**src/rtl/ecc_pkg.sv**
```systemverilog
// ecc_pkg: shared definitions for the extended-Hamming (SECDED) decoder.
//   calc_m()        number of Hamming check bits for K information bits
//   calc_syndrome() XOR of the indices of the set bits 1..n of a codeword
//   correct_cw()    invert the codeword bit addressed by the syndrome
//   extract_q()     gather the information bits from non-power-of-2 positions
//   lane_res_t      per-lane decode result {q, syndrome, parity, sb_err, db_err}
// Functions work on maximum-width vectors; callers pass the real codeword
// length and narrow the results with a size cast.
package ecc_pkg;

    localparam int unsigned MAX_K = 64;
    localparam int unsigned MAX_M = 7;
    localparam int unsigned MAX_N = MAX_K + MAX_M;
    localparam int unsigned QIW   = $clog2(MAX_K);
    localparam int unsigned CIW   = $clog2(MAX_N + 1);

    // Bit 0 holds the overall parity p0, bits 1..MAX_N the Hamming positions.
    typedef logic [MAX_N:0] cw_t;

    typedef struct packed {
        logic [MAX_K-1:0] q;
        logic [MAX_M-1:0] syndrome;
        logic             parity;
        logic             sb_err;
        logic             db_err;
    } lane_res_t;

    // Smallest m with 2**m >= m + k + 1.
    function automatic int unsigned calc_m(input int unsigned k);
        int unsigned m;
        m = 0;
        for (int unsigned i = 1; i < 32; i++) begin
            if (m == 0 && (32'd1 << i) >= i + k + 1) begin
                m = i;
            end
        end
        return m;
    endfunction

    function automatic logic [MAX_M-1:0] calc_syndrome(input cw_t cw, input int unsigned n);
        logic [MAX_M-1:0] s;
        s = '0;
        for (int unsigned i = 1; i <= MAX_N; i++) begin
            if (i <= n && cw[i[CIW-1:0]]) begin
                s ^= MAX_M'(i);
            end
        end
        return s;
    endfunction

    function automatic cw_t correct_cw(input cw_t cw, input logic [MAX_M-1:0] s, input logic en);
        cw_t r;
        r = cw;
        if (en && (32'(s) <= MAX_N)) begin
            r[s] = ~r[s];
        end
        return r;
    endfunction

    function automatic logic [MAX_K-1:0] extract_q(input cw_t cw, input int unsigned n);
        logic [MAX_K-1:0] q;
        int unsigned      j;
        q = '0;
        j = 0;
        for (int unsigned i = 1; i <= MAX_N; i++) begin
            if (i <= n && (i & (i - 1)) != 0 && j < MAX_K) begin
                q[j[QIW-1:0]] = cw[i[CIW-1:0]];
                j++;
            end
        end
        return q;
    endfunction

endpackage

```
**src/rtl/ecc_dec_lane.sv**
```systemverilog
// ecc_dec_lane: combinational SECDED decode of one codeword.
//   cw_i      codeword, n+1 bits, p0 at LSB (P0_LSB=1) or MSB (P0_LSB=0)
//   q_o       corrected information bits
//   syn_o     Hamming syndrome (m bits)
//   parity_o  XOR of all codeword bits
//   sb_err_o  single-bit error, corrected in q_o
//   db_err_o  double-bit error, q_o uncorrected
module ecc_dec_lane import ecc_pkg::*; #(
    parameter int unsigned K      = 8,
    parameter bit          P0_LSB = 1'b1,
    localparam int unsigned M     = calc_m(K),
    localparam int unsigned N     = M + K
) (
    input  logic [N:0]   cw_i,
    output logic [K-1:0] q_o,
    output logic [M-1:0] syn_o,
    output logic         parity_o,
    output logic         sb_err_o,
    output logic         db_err_o
);

    cw_t       cw_norm;
    cw_t       cw_fix;
    lane_res_t res_full;
    logic      unused_res;

    always_comb begin
        // Normalise so that Hamming position j always sits at bit j.
        cw_norm = '0;
        if (P0_LSB) begin
            cw_norm[N:0] = cw_i;
        end else begin
            cw_norm[N:0] = {cw_i[N-1:0], cw_i[N]};
        end
        res_full          = '0;
        res_full.parity   = ^cw_i;
        res_full.syndrome = calc_syndrome(cw_norm, N);
        res_full.sb_err   = res_full.parity & (|res_full.syndrome);
        res_full.db_err   = ~res_full.parity & (|res_full.syndrome);
        cw_fix            = correct_cw(cw_norm, res_full.syndrome, res_full.sb_err);
        res_full.q        = extract_q(cw_fix, N);
    end

    assign q_o      = res_full.q[K-1:0];
    assign syn_o    = res_full.syndrome[M-1:0];
    assign parity_o = res_full.parity;
    assign sb_err_o = res_full.sb_err;
    assign db_err_o = res_full.db_err;

    // Upper bits of the generic result are always zero for this K.
    assign unused_res = ^{res_full.q, res_full.syndrome};

endmodule

```
**src/rtl/ecc_dec_pipe.sv**
```systemverilog
// ecc_dec_pipe: multi-lane pipelined SECDED decoder with valid/ready streaming,
// saturating error counters and a sticky first-uncorrectable-error log.
//   clk_i, rst_ni               clock, async active-low reset
//   s_valid_i/s_ready_o         input handshake; s_data_i LANES codewords, s_tag_i sideband
//   m_valid_o/m_ready_i         output handshake; m_data_o corrected data, m_tag_o tag
//   m_syndrome_o                per-lane {syndrome,parity} (P0_LSB=1) or {parity,syndrome}
//   m_sb_err_o/m_db_err_o       per-lane corrected / uncorrectable flags
//   cnt_clr_i, sb_cnt_o, db_cnt_o   error statistics (counted on output handshake)
//   log_clr_i, log_valid_o, log_tag_o, log_lane_o, log_syndrome_o   error log
module ecc_dec_pipe import ecc_pkg::*; #(
    parameter int unsigned K       = 8,
    parameter int unsigned LANES   = 2,
    parameter bit          P0_LSB  = 1'b1,
    parameter bit          PIPE    = 1'b1,
    parameter int unsigned TAG_W   = 8,
    parameter int unsigned CNT_W   = 16,
    localparam int unsigned M      = calc_m(K),
    localparam int unsigned N      = M + K,
    localparam int unsigned SW     = M + 1,
    localparam int unsigned LW     = (LANES > 1) ? $clog2(LANES) : 1
) (
    input  logic                   clk_i,
    input  logic                   rst_ni,
    input  logic                   s_valid_i,
    output logic                   s_ready_o,
    input  logic [LANES*(N+1)-1:0] s_data_i,
    input  logic [TAG_W-1:0]       s_tag_i,
    output logic                   m_valid_o,
    input  logic                   m_ready_i,
    output logic [LANES*K-1:0]     m_data_o,
    output logic [LANES*SW-1:0]    m_syndrome_o,
    output logic [LANES-1:0]       m_sb_err_o,
    output logic [LANES-1:0]       m_db_err_o,
    output logic [TAG_W-1:0]       m_tag_o,
    input  logic                   cnt_clr_i,
    output logic [CNT_W-1:0]       sb_cnt_o,
    output logic [CNT_W-1:0]       db_cnt_o,
    input  logic                   log_clr_i,
    output logic                   log_valid_o,
    output logic [TAG_W-1:0]       log_tag_o,
    output logic [LW-1:0]          log_lane_o,
    output logic [SW-1:0]          log_syndrome_o
);

    localparam int unsigned PW = $clog2(LANES + 1);
    localparam int unsigned AW = CNT_W + PW;
    localparam logic [CNT_W-1:0] CNT_MAX = '1;

    typedef struct packed {
        logic [LANES*K-1:0]  q;
        logic [LANES*SW-1:0] syn;
        logic [LANES-1:0]    sb;
        logic [LANES-1:0]    db;
        logic [TAG_W-1:0]    tag;
    } beat_t;

    // ---------------- decode ----------------
    beat_t dec_beat;

    for (genvar i = 0; i < LANES; i++) begin : g_lane
        logic [M-1:0] syn;
        logic         par;
        ecc_dec_lane #(
            .K      (K),
            .P0_LSB (P0_LSB)
        ) u_lane (
            .cw_i     (s_data_i[i*(N+1) +: N+1]),
            .q_o      (dec_beat.q[i*K +: K]),
            .syn_o    (syn),
            .parity_o (par),
            .sb_err_o (dec_beat.sb[i]),
            .db_err_o (dec_beat.db[i])
        );
        assign dec_beat.syn[i*SW +: SW] = P0_LSB ? {syn, par} : {par, syn};
    end

    assign dec_beat.tag = s_tag_i;

    // ---------------- pipeline ----------------
    logic  out_load;
    logic  st_valid;
    beat_t st_beat;
    logic  out_valid;
    beat_t out_beat;

    assign out_load = ~out_valid | m_ready_i;

    if (PIPE) begin : g_pipe
        logic  s1_valid;
        beat_t s1_beat;

        always_ff @(posedge clk_i or negedge rst_ni) begin
            if (!rst_ni) begin
                s1_valid <= 1'b0;
                s1_beat  <= '0;
            end else if (s_ready_o) begin
                s1_valid <= s_valid_i;
                s1_beat  <= dec_beat;
            end
        end

        // Stage 1 may accept whenever its current content moves on.
        assign s_ready_o = ~s1_valid | out_load;
        assign st_valid  = s1_valid;
        assign st_beat   = s1_beat;
    end else begin : g_nopipe
        assign s_ready_o = out_load;
        assign st_valid  = s_valid_i;
        assign st_beat   = dec_beat;
    end

    always_ff @(posedge clk_i or negedge rst_ni) begin
        if (!rst_ni) begin
            out_valid <= 1'b0;
            out_beat  <= '0;
        end else if (out_load) begin
            out_valid <= st_valid;
            out_beat  <= st_beat;
        end
    end

    assign m_valid_o    = out_valid;
    assign m_data_o     = out_beat.q;
    assign m_syndrome_o = out_beat.syn;
    assign m_sb_err_o   = out_beat.sb;
    assign m_db_err_o   = out_beat.db;
    assign m_tag_o      = out_beat.tag;

    // ---------------- statistics ----------------
    logic          hs;
    logic [PW-1:0] sb_pop;
    logic [PW-1:0] db_pop;

    assign hs = out_valid & m_ready_i;

    always_comb begin
        sb_pop = '0;
        db_pop = '0;
        for (int unsigned i = 0; i < LANES; i++) begin
            sb_pop += PW'(out_beat.sb[i]);
            db_pop += PW'(out_beat.db[i]);
        end
    end

    function automatic logic [CNT_W-1:0] sat_add(input logic [CNT_W-1:0] c, input logic [PW-1:0] p);
        logic [AW-1:0] sum;
        sum = AW'(c) + AW'(p);
        if (sum > AW'(CNT_MAX)) begin
            return CNT_MAX;
        end
        return sum[CNT_W-1:0];
    endfunction

    always_ff @(posedge clk_i or negedge rst_ni) begin
        if (!rst_ni) begin
            sb_cnt_o <= '0;
            db_cnt_o <= '0;
        end else if (cnt_clr_i) begin
            // Clear wins: errors of a simultaneous handshake are dropped.
            sb_cnt_o <= '0;
            db_cnt_o <= '0;
        end else if (hs) begin
            sb_cnt_o <= sat_add(sb_cnt_o, sb_pop);
            db_cnt_o <= sat_add(db_cnt_o, db_pop);
        end
    end

    // ---------------- error log ----------------
    logic          log_take;
    logic          db_found;
    logic [LW-1:0] db_lane;
    logic [SW-1:0] db_syn;

    always_comb begin
        db_found = 1'b0;
        db_lane  = '0;
        db_syn   = '0;
        for (int unsigned i = 0; i < LANES; i++) begin
            if (!db_found && out_beat.db[i]) begin
                db_found = 1'b1;
                db_lane  = LW'(i);
                db_syn   = out_beat.syn[i*SW +: SW];
            end
        end
    end

    // A clear in the same cycle as a new error re-arms and captures at once.
    assign log_take = hs & db_found & (~log_valid_o | log_clr_i);

    always_ff @(posedge clk_i or negedge rst_ni) begin
        if (!rst_ni) begin
            log_valid_o    <= 1'b0;
            log_tag_o      <= '0;
            log_lane_o     <= '0;
            log_syndrome_o <= '0;
        end else if (log_take) begin
            log_valid_o    <= 1'b1;
            log_tag_o      <= out_beat.tag;
            log_lane_o     <= db_lane;
            log_syndrome_o <= db_syn;
        end else if (log_clr_i) begin
            log_valid_o    <= 1'b0;
            log_tag_o      <= '0;
            log_lane_o     <= '0;
            log_syndrome_o <= '0;
        end
    end

endmodule
```
**config.mk**
```make
export PLATFORM = sky130hd
export DESIGN_NAME = ecc_dec_pipe
export DESIGN_NICKNAME = d
export VERILOG_FILES = /design/src/rtl/ecc_pkg.sv /design/src/rtl/ecc_dec_lane.sv /design/src/rtl/ecc_dec_pipe.sv
export SDC_FILE = /design/constraint.sdc
export NUM_CORES = 1
export LEC_CHECK = 0
export CORE_MARGIN = 1
export CORE_UTILIZATION = 48
export CTS_CLUSTER_DIAMETER = 100
export CTS_CLUSTER_SIZE = 20
export DETAILED_ROUTE_END_ITERATION = 6
export PLACE_DENSITY = 0.78
export SETUP_SLACK_MARGIN = 0.5
export SYNTH_ARGS = -nofsm -noshare
export SYNTH_HDL_FRONTEND = slang
export SYNTH_HIERARCHICAL = 1
export SYNTH_SLANG_ARGS = --single-unit
```
**constraint.sdc**
```tcl
create_clock -name clk_i -period 1.71 [get_ports clk_i]
set_input_delay 0.171 -clock clk_i [delete_from_list [all_inputs] [get_ports clk_i]]
set_output_delay 0.171 -clock clk_i [all_outputs]
set_load 0.01 [all_outputs]
```
After elaboration in Yosys (flattened, before gate mapping)
Cells that the tools add are included.
Word-level totals
  logic and storage cells: 143
  memories kept: 0
  output and inout port bits: 87
  input port bits: 40
  register bits: 125
  bits in latches: 0
  bits in writable memories: 0
  ROM bits: 0
Cells by class
  multipliers: 0
  $add $sub $neg: 4
  divide/modulo/power cells: 0
  mux-type cells: 62
  reductions and logical operators: 12
  eq/ne operators: 0
  shift-type cells: 0
  bitwise operators: 39
  $lt $le $gt $ge: 8
Operators with widths (count)
  72-bit bitwise mux: 2
  16-bit two-way mux: 8
  4-bit two-way mux: 10
  16-bit by 2-bit adder with 17-bit output: 2
  17-bit by 16-bit greater-than comparator with 1-bit output (second input constant): 2
  13-bit two-way mux: 2
  13-bit XOR reduction: 2
  3-bit two-way mux: 8
  2-bit NOT: 12
  5-bit two-way mux: 4
  1-bit two-way mux: 18
  7-bit by 8-bit less-than comparator with 1-bit output (second input constant): 2
  8-bit two-way mux: 2
  1-bit binary-select mux with 7-bit select: 2
  1-bit demux with 7-bit select: 2
  7-bit by 1-bit >= comparator with 1-bit output (second input constant): 2
  7-bit less-or-equal comparator (second input constant): 2
  7-bit OR reduction: 2
  3-bit NOT: 4
  2-bit two-way mux: 4
  1-bit AND: 7
  1-bit NOT: 7
  1-bit NOT (first input constant): 6
  1-bit logical AND: 5
  4 further kinds: 8

Longest topological paths before layout
  depth in word-level cells: 26
  mapped depth: 8
  gate-level depth less buffers: 7

Cells and area by module
The synthesis kept the hierarchy.
Modules (own cells, without submodules)
  ecc_dec_pipe: sequential area each 3128.0 um^2, area an instance 5481.5 um^2, instances 1, cells each 434
  ecc_dec_lane (g_lane[0].u_lane): sequential area each 0.0 um^2, area an instance 646.9 um^2, instances 1, cells each 79
  ecc_dec_lane (g_lane[1].u_lane): sequential area each 0.0 um^2, area an instance 543.0 um^2, instances 1, cells each 66

Worst setup path after synthesis
Ideal clock, no wire load.
  kind: input to register
  start point: input s_data_i[11]
  end point: register g_pipe.s1_beat[27] (netlist name)
  stages: 7
  data required time: 1.585 ns
  slack: -0.460 ns
  arrival: 2.045 ns
  path buffers: 1
  cell sequence: buf_6 -> xnor2_2 -> xor3_4 -> xnor2_4 -> nor3b_2 -> mux2_1 -> mux2_2
RTL lines
  start: declaration: line ecc_dec_pipe.sv:26  | input logic [LANES*(N+1)-1:0] s_data_i,
  end signal: assignment: line ecc_dec_pipe.sv:98  | s1_beat <= dec_beat;
  end: declaration: line ecc_dec_pipe.sv:90  | beat_t s1_beat;

==> flow_summary.yaml <==
place:
  routability_cong: 0.868
  buffer_ports.inserted: 126
  placed_wire_length_estimate_mm: 13.1
  worst_setup_timing_slack_at_the_placement_stage_ps: -884
sta:
  final_period_minus_worst_setup_slack_ps: 2630
  layout_setup_ws_ps: -920
  drv_slew: 0
  timing.final.crit_share_pct: 154
  rsz_0062_raised_after_global_routing: "true"
  fin_hold_ws_ps: 205
  finalHoldViolations: 0
  timing_worst_slew_pin_value_ps: 1240
  finalSetupViolations: 54
  clock-skew-final_ps: 19.3
  relSlewSlack_pct: 16.3
  max_freq_mhz: 380
grt:
  grt_pass1_wl_mm: 42.1
  grt_overflow_total: 0
  grt_pass1_vias: 7377
  grt_start_max_net_pins: 44
  most_used_routing_layer_in_global_routing: "met2"
  gr-usage-met3_pct: 9.60
  grtUsageMet2_pct: 67.9
  groute.layer.met1.usage_pct: 43.2
  antenna_violations_before_repair: 3
  groute.usage.overall_pct: 39.5
clock_tree:
  clockBufferDepth: 2
  clkLatencyLatePin_ps: 440
  cts.sink_count: 125
  cts_tree: "built"
  clk_pin_slew_ps: 60
  htree_num_levels: 4
  cts_made_buffers: 17
  clock_tree.root_cell: "sky130_fd_sc_hd__clkbuf_16"
critical_path:
  critical_path_capture_point_type: "flip-flop"
  r2r_end: "sb_cnt_o[7]"
  timing_worst_setup_path_type: "in -> reg"
  critical_path_peak_fanout: 3
  setup.worst_path.end: "g_pipe.s1_beat[35]"
  worstPathRequired_ps: 2070
  cp_data_arrival_time_ps: 2990
  worstReg2RegStart: "m_sb_err_o[1]"
  ff2ff_setup_slack_ps: -580
  worst_setup_path_start: "s_data_i[20]"
  timing.critical_path.from_type: "input port"
  worst-r2r-cell-count: 6
floorplan:
  die_area_sq_um: 14400
  core_region_area_sq_um: 13400
  die_h_um: 120
  die_w_um: 120
  io-pin-count: 127
  start_util_pct: 49.8
  site_row_count: 42
detailed_routing:
  route.final.wire_length_mm: 37.3
  post_drt_wl_per_cell_um: 32.2
  final_antenna_net_count: 0
  post_route_drc_violation_count: 0
  first_iter_violations: 1039
  routed_via_density: 6.86
  first_pass_iters: 6
  number_of_vias_after_detailed_routing: 7970
synthesis:
  asyncSetResetFlopFracSynth_pct: 100
  netlist_area_sq_um: 6670
  instance_count_of_the_mapped_netlist: 579
  postSynthAreaPerCell_sq_um: 11.5
  postSynthNetCount: 623
  synth_enable_flop_cells: 0
  postSynthRegisterBits: 125
  post_synth_num_cell_types: 69
  synthFlopType: "sky130_fd_sc_hd__dfrtp_1"
  synth_sequential_area_ratio_pct: 46.9
  yosys_warning_total: 6
outcome:
  failed_checks: "negative setup slack"
  run_status: "finished, violations left"
final_layout:
  layout_commonest_cell: "sky130_fd_sc_hd__buf_4"
  leading_cell_types_in_the_layout_fill_and_taps_excluded: "163 x sky130_fd_sc_hd__buf_4, 110 x sky130_fd_sc_hd__buf_6, 106 x sky130_fd_sc_hd__dfrtp_1"
  drive_above_1_share_pct: 69.8
  synthToLayoutAreaGrowth_pct: 88.8
  nets: 1015
worst_hold_path:
  timing.hold.worst.class: "in -> async"
power_and_ir_drop:
  leakage_power_nw: 5.97
  power_mw: 14.9
  power-per-cell-area_nw_per_um2: 1180
  vdd.ir_drop.worst_mv: 1.30
flow_run:
  max_cap_viols: 0
timing repair:
item                       4_1_cts  5_1_grt
hold buffers                     1        0
hold endpoints to repair        23        0
pin swaps                       74       53
buffers inserted               115       41
setup endpoints to repair      209      162
gates resized for setup        685      136
cloned                           2        3
cell usage after synthesis (2+ instances only):
| cell type | instances | area, sq um |
|---|---|---|
| sky130_fd_sc_hd__o21bai_1 | 2 | 15.0 |
| sky130_fd_sc_hd__o211ai_1 | 8 | 60.1 |
| sky130_fd_sc_hd__buf_2 | 13 | 65.1 |
| sky130_fd_sc_hd__and2_1 | 3 | 18.8 |
| sky130_fd_sc_hd__clkbuf_1 | 8 | 30.0 |
| sky130_fd_sc_hd__nor4_2 | 2 | 25.0 |
| sky130_fd_sc_hd__inv_1 | 8 | 30.0 |
| sky130_fd_sc_hd__nor4_1 | 6 | 37.5 |
| sky130_fd_sc_hd__a211oi_1 | 15 | 113 |
| sky130_fd_sc_hd__nor3b_2 | 2 | 25.0 |
| sky130_fd_sc_hd__a311oi_1 | 3 | 26.3 |
| sky130_fd_sc_hd__ha_1 | 2 | 25.0 |
| sky130_fd_sc_hd__dfrtp_1 | 125 | 3130 |
| sky130_fd_sc_hd__o22ai_1 | 4 | 25.0 |
| sky130_fd_sc_hd__nor3_1 | 19 | 95.1 |
| sky130_fd_sc_hd__a31oi_1 | 9 | 56.3 |
| sky130_fd_sc_hd__fa_1 | 2 | 40.0 |
| sky130_fd_sc_hd__nand2b_1 | 4 | 25.0 |
| sky130_fd_sc_hd__o21ai_0 | 12 | 60.1 |
| sky130_fd_sc_hd__mux2i_1 | 4 | 40.0 |
| sky130_fd_sc_hd__a41oi_1 | 7 | 61.3 |
| sky130_fd_sc_hd__xnor3_1 | 2 | 45.0 |
| sky130_fd_sc_hd__inv_2 | 3 | 11.3 |
| sky130_fd_sc_hd__a21oi_1 | 13 | 65.1 |
| sky130_fd_sc_hd__o21ai_1 | 4 | 20.0 |
| sky130_fd_sc_hd__nand4_1 | 13 | 81.3 |
| sky130_fd_sc_hd__o22a_1 | 2 | 17.5 |
| sky130_fd_sc_hd__xnor2_2 | 11 | 179 |
| sky130_fd_sc_hd__mux2_1 | 3 | 33.8 |
| sky130_fd_sc_hd__nor2_1 | 36 | 135 |
| sky130_fd_sc_hd__xnor2_1 | 29 | 254 |
| sky130_fd_sc_hd__xor2_2 | 2 | 32.5 |
| sky130_fd_sc_hd__and4_1 | 6 | 52.6 |
| sky130_fd_sc_hd__mux2_2 | 76 | 856 |
| sky130_fd_sc_hd__nor2b_1 | 2 | 12.5 |
| sky130_fd_sc_hd__nand3_1 | 11 | 55.1 |
| sky130_fd_sc_hd__xor2_1 | 9 | 78.8 |
| sky130_fd_sc_hd__nand2_1 | 49 | 184 |
| sky130_fd_sc_hd__nor4_4 | 2 | 42.5 |
| sky130_fd_sc_hd__and3_1 | 11 | 68.8 |
| sky130_fd_sc_hd__a211oi_2 | 5 | 62.6 |
| sky130_fd_sc_hd__a221o_1 | 5 | 50.1 |
worst min path at each step:
| stage | startpoint | endpoint | slack (ps) | cells past startpoint |
|---|---|---|---|---|
| after floorplan | rst_ni | db_cnt_o[0] | -120 | 0 |
| after global placement | rst_ni | g_pipe.s1_beat[1] | 100 | 1 |
| after detailed placement | rst_ni | g_pipe.s1_beat[1] | 110 | 1 |
| after CTS | s_data_i[6] | g_pipe.s1_beat[24] | 160 | 4 |
| after global routing | s_data_i[6] | g_pipe.s1_beat[24] | 220 | 4 |
| final | rst_ni | m_syndrome_o[9] | 200 | 2 |
final cells by class:
type	instances	area, sq um
Tap cell	176	220
Antenna cell	1	2.50
Inverter	13	75.1
Clock inverter	10	135
Fill cell	352	802
Multi-Input combinational cell	418	4880
Sequential cell	125	3150
Timing Repair Buffer	396	3650
Clock buffer	22	484
where the power goes:
group | switching (mW) | internal (mW)
clock network | 1.51 | 2.45
logic | 3.24 | 3.47
registers | 0.669 | 3.59
total | 5.42 | 9.51
kinds of logic (layout without fill, tap and decap cells):
kind of cell / count (synthesis) / in the layout / share of synthesized area [%]
simple gates: 176 / 176 / 14.6
compound gates: 99 / 99 / 11.1
xor+xnor: 55 / 55 / 9.66
other cells: 0 / 1 / 0
mux: 84 / 84 / 14.2
buf+inv: 36 / 441 / 2.61
fa+ha+maj: 4 / 4 / 0.975
flops: 125 / 125 / 46.9
metal layers:
layer,wire (um),vias up
li1,-,2911
met1,11700,3831
met2,17100,848
met3,4370,378
met4,4140,2
met5,17,-
state kept, by name, indices dropped and copies added (netlist names), 2 cells and up:
| signal | flops |
|---|---|
| sb_cnt_o | 16 |
| m_data_o | 16 |
| log_syndrome_o | 5 |
| m_syndrome_o | 10 |
| m_db_err_o | 2 |
| m_tag_o | 8 |
| db_cnt_o | 16 |
| g_pipe.s1_beat | 38 |
| m_sb_err_o | 2 |
| log_tag_o | 8 |
per-stage QoR:
stage | TNS, ps | utilization, % | instances | area [sq um]
after floorplan | -1760 | - | 579 | 7180
after global placement | -18470 | 70.0 | 966 | 9370
after detailed placement | -20950 | 70.0 | 966 | 9370
after CTS | -15.1 | 87.4 | 1116 | 11700
after global routing | -13740 | 94.0 | 1160 | 12600
final | -12840 | 94.0 | 1161 | 12600
critical path, cell delays in order:
cell                       delay, ps
sky130_fd_sc_hd__buf_8           100
sky130_fd_sc_hd__buf_4           150
sky130_fd_sc_hd__xnor2_4         250
sky130_fd_sc_hd__xor2_4          130
sky130_fd_sc_hd__buf_4           170
sky130_fd_sc_hd__o21ai_0         950
sky130_fd_sc_hd__a211oi_4        310
sky130_fd_sc_hd__a41oi_2         480
sky130_fd_sc_hd__mux2_4          280
(Power assumes the default switching activity.)
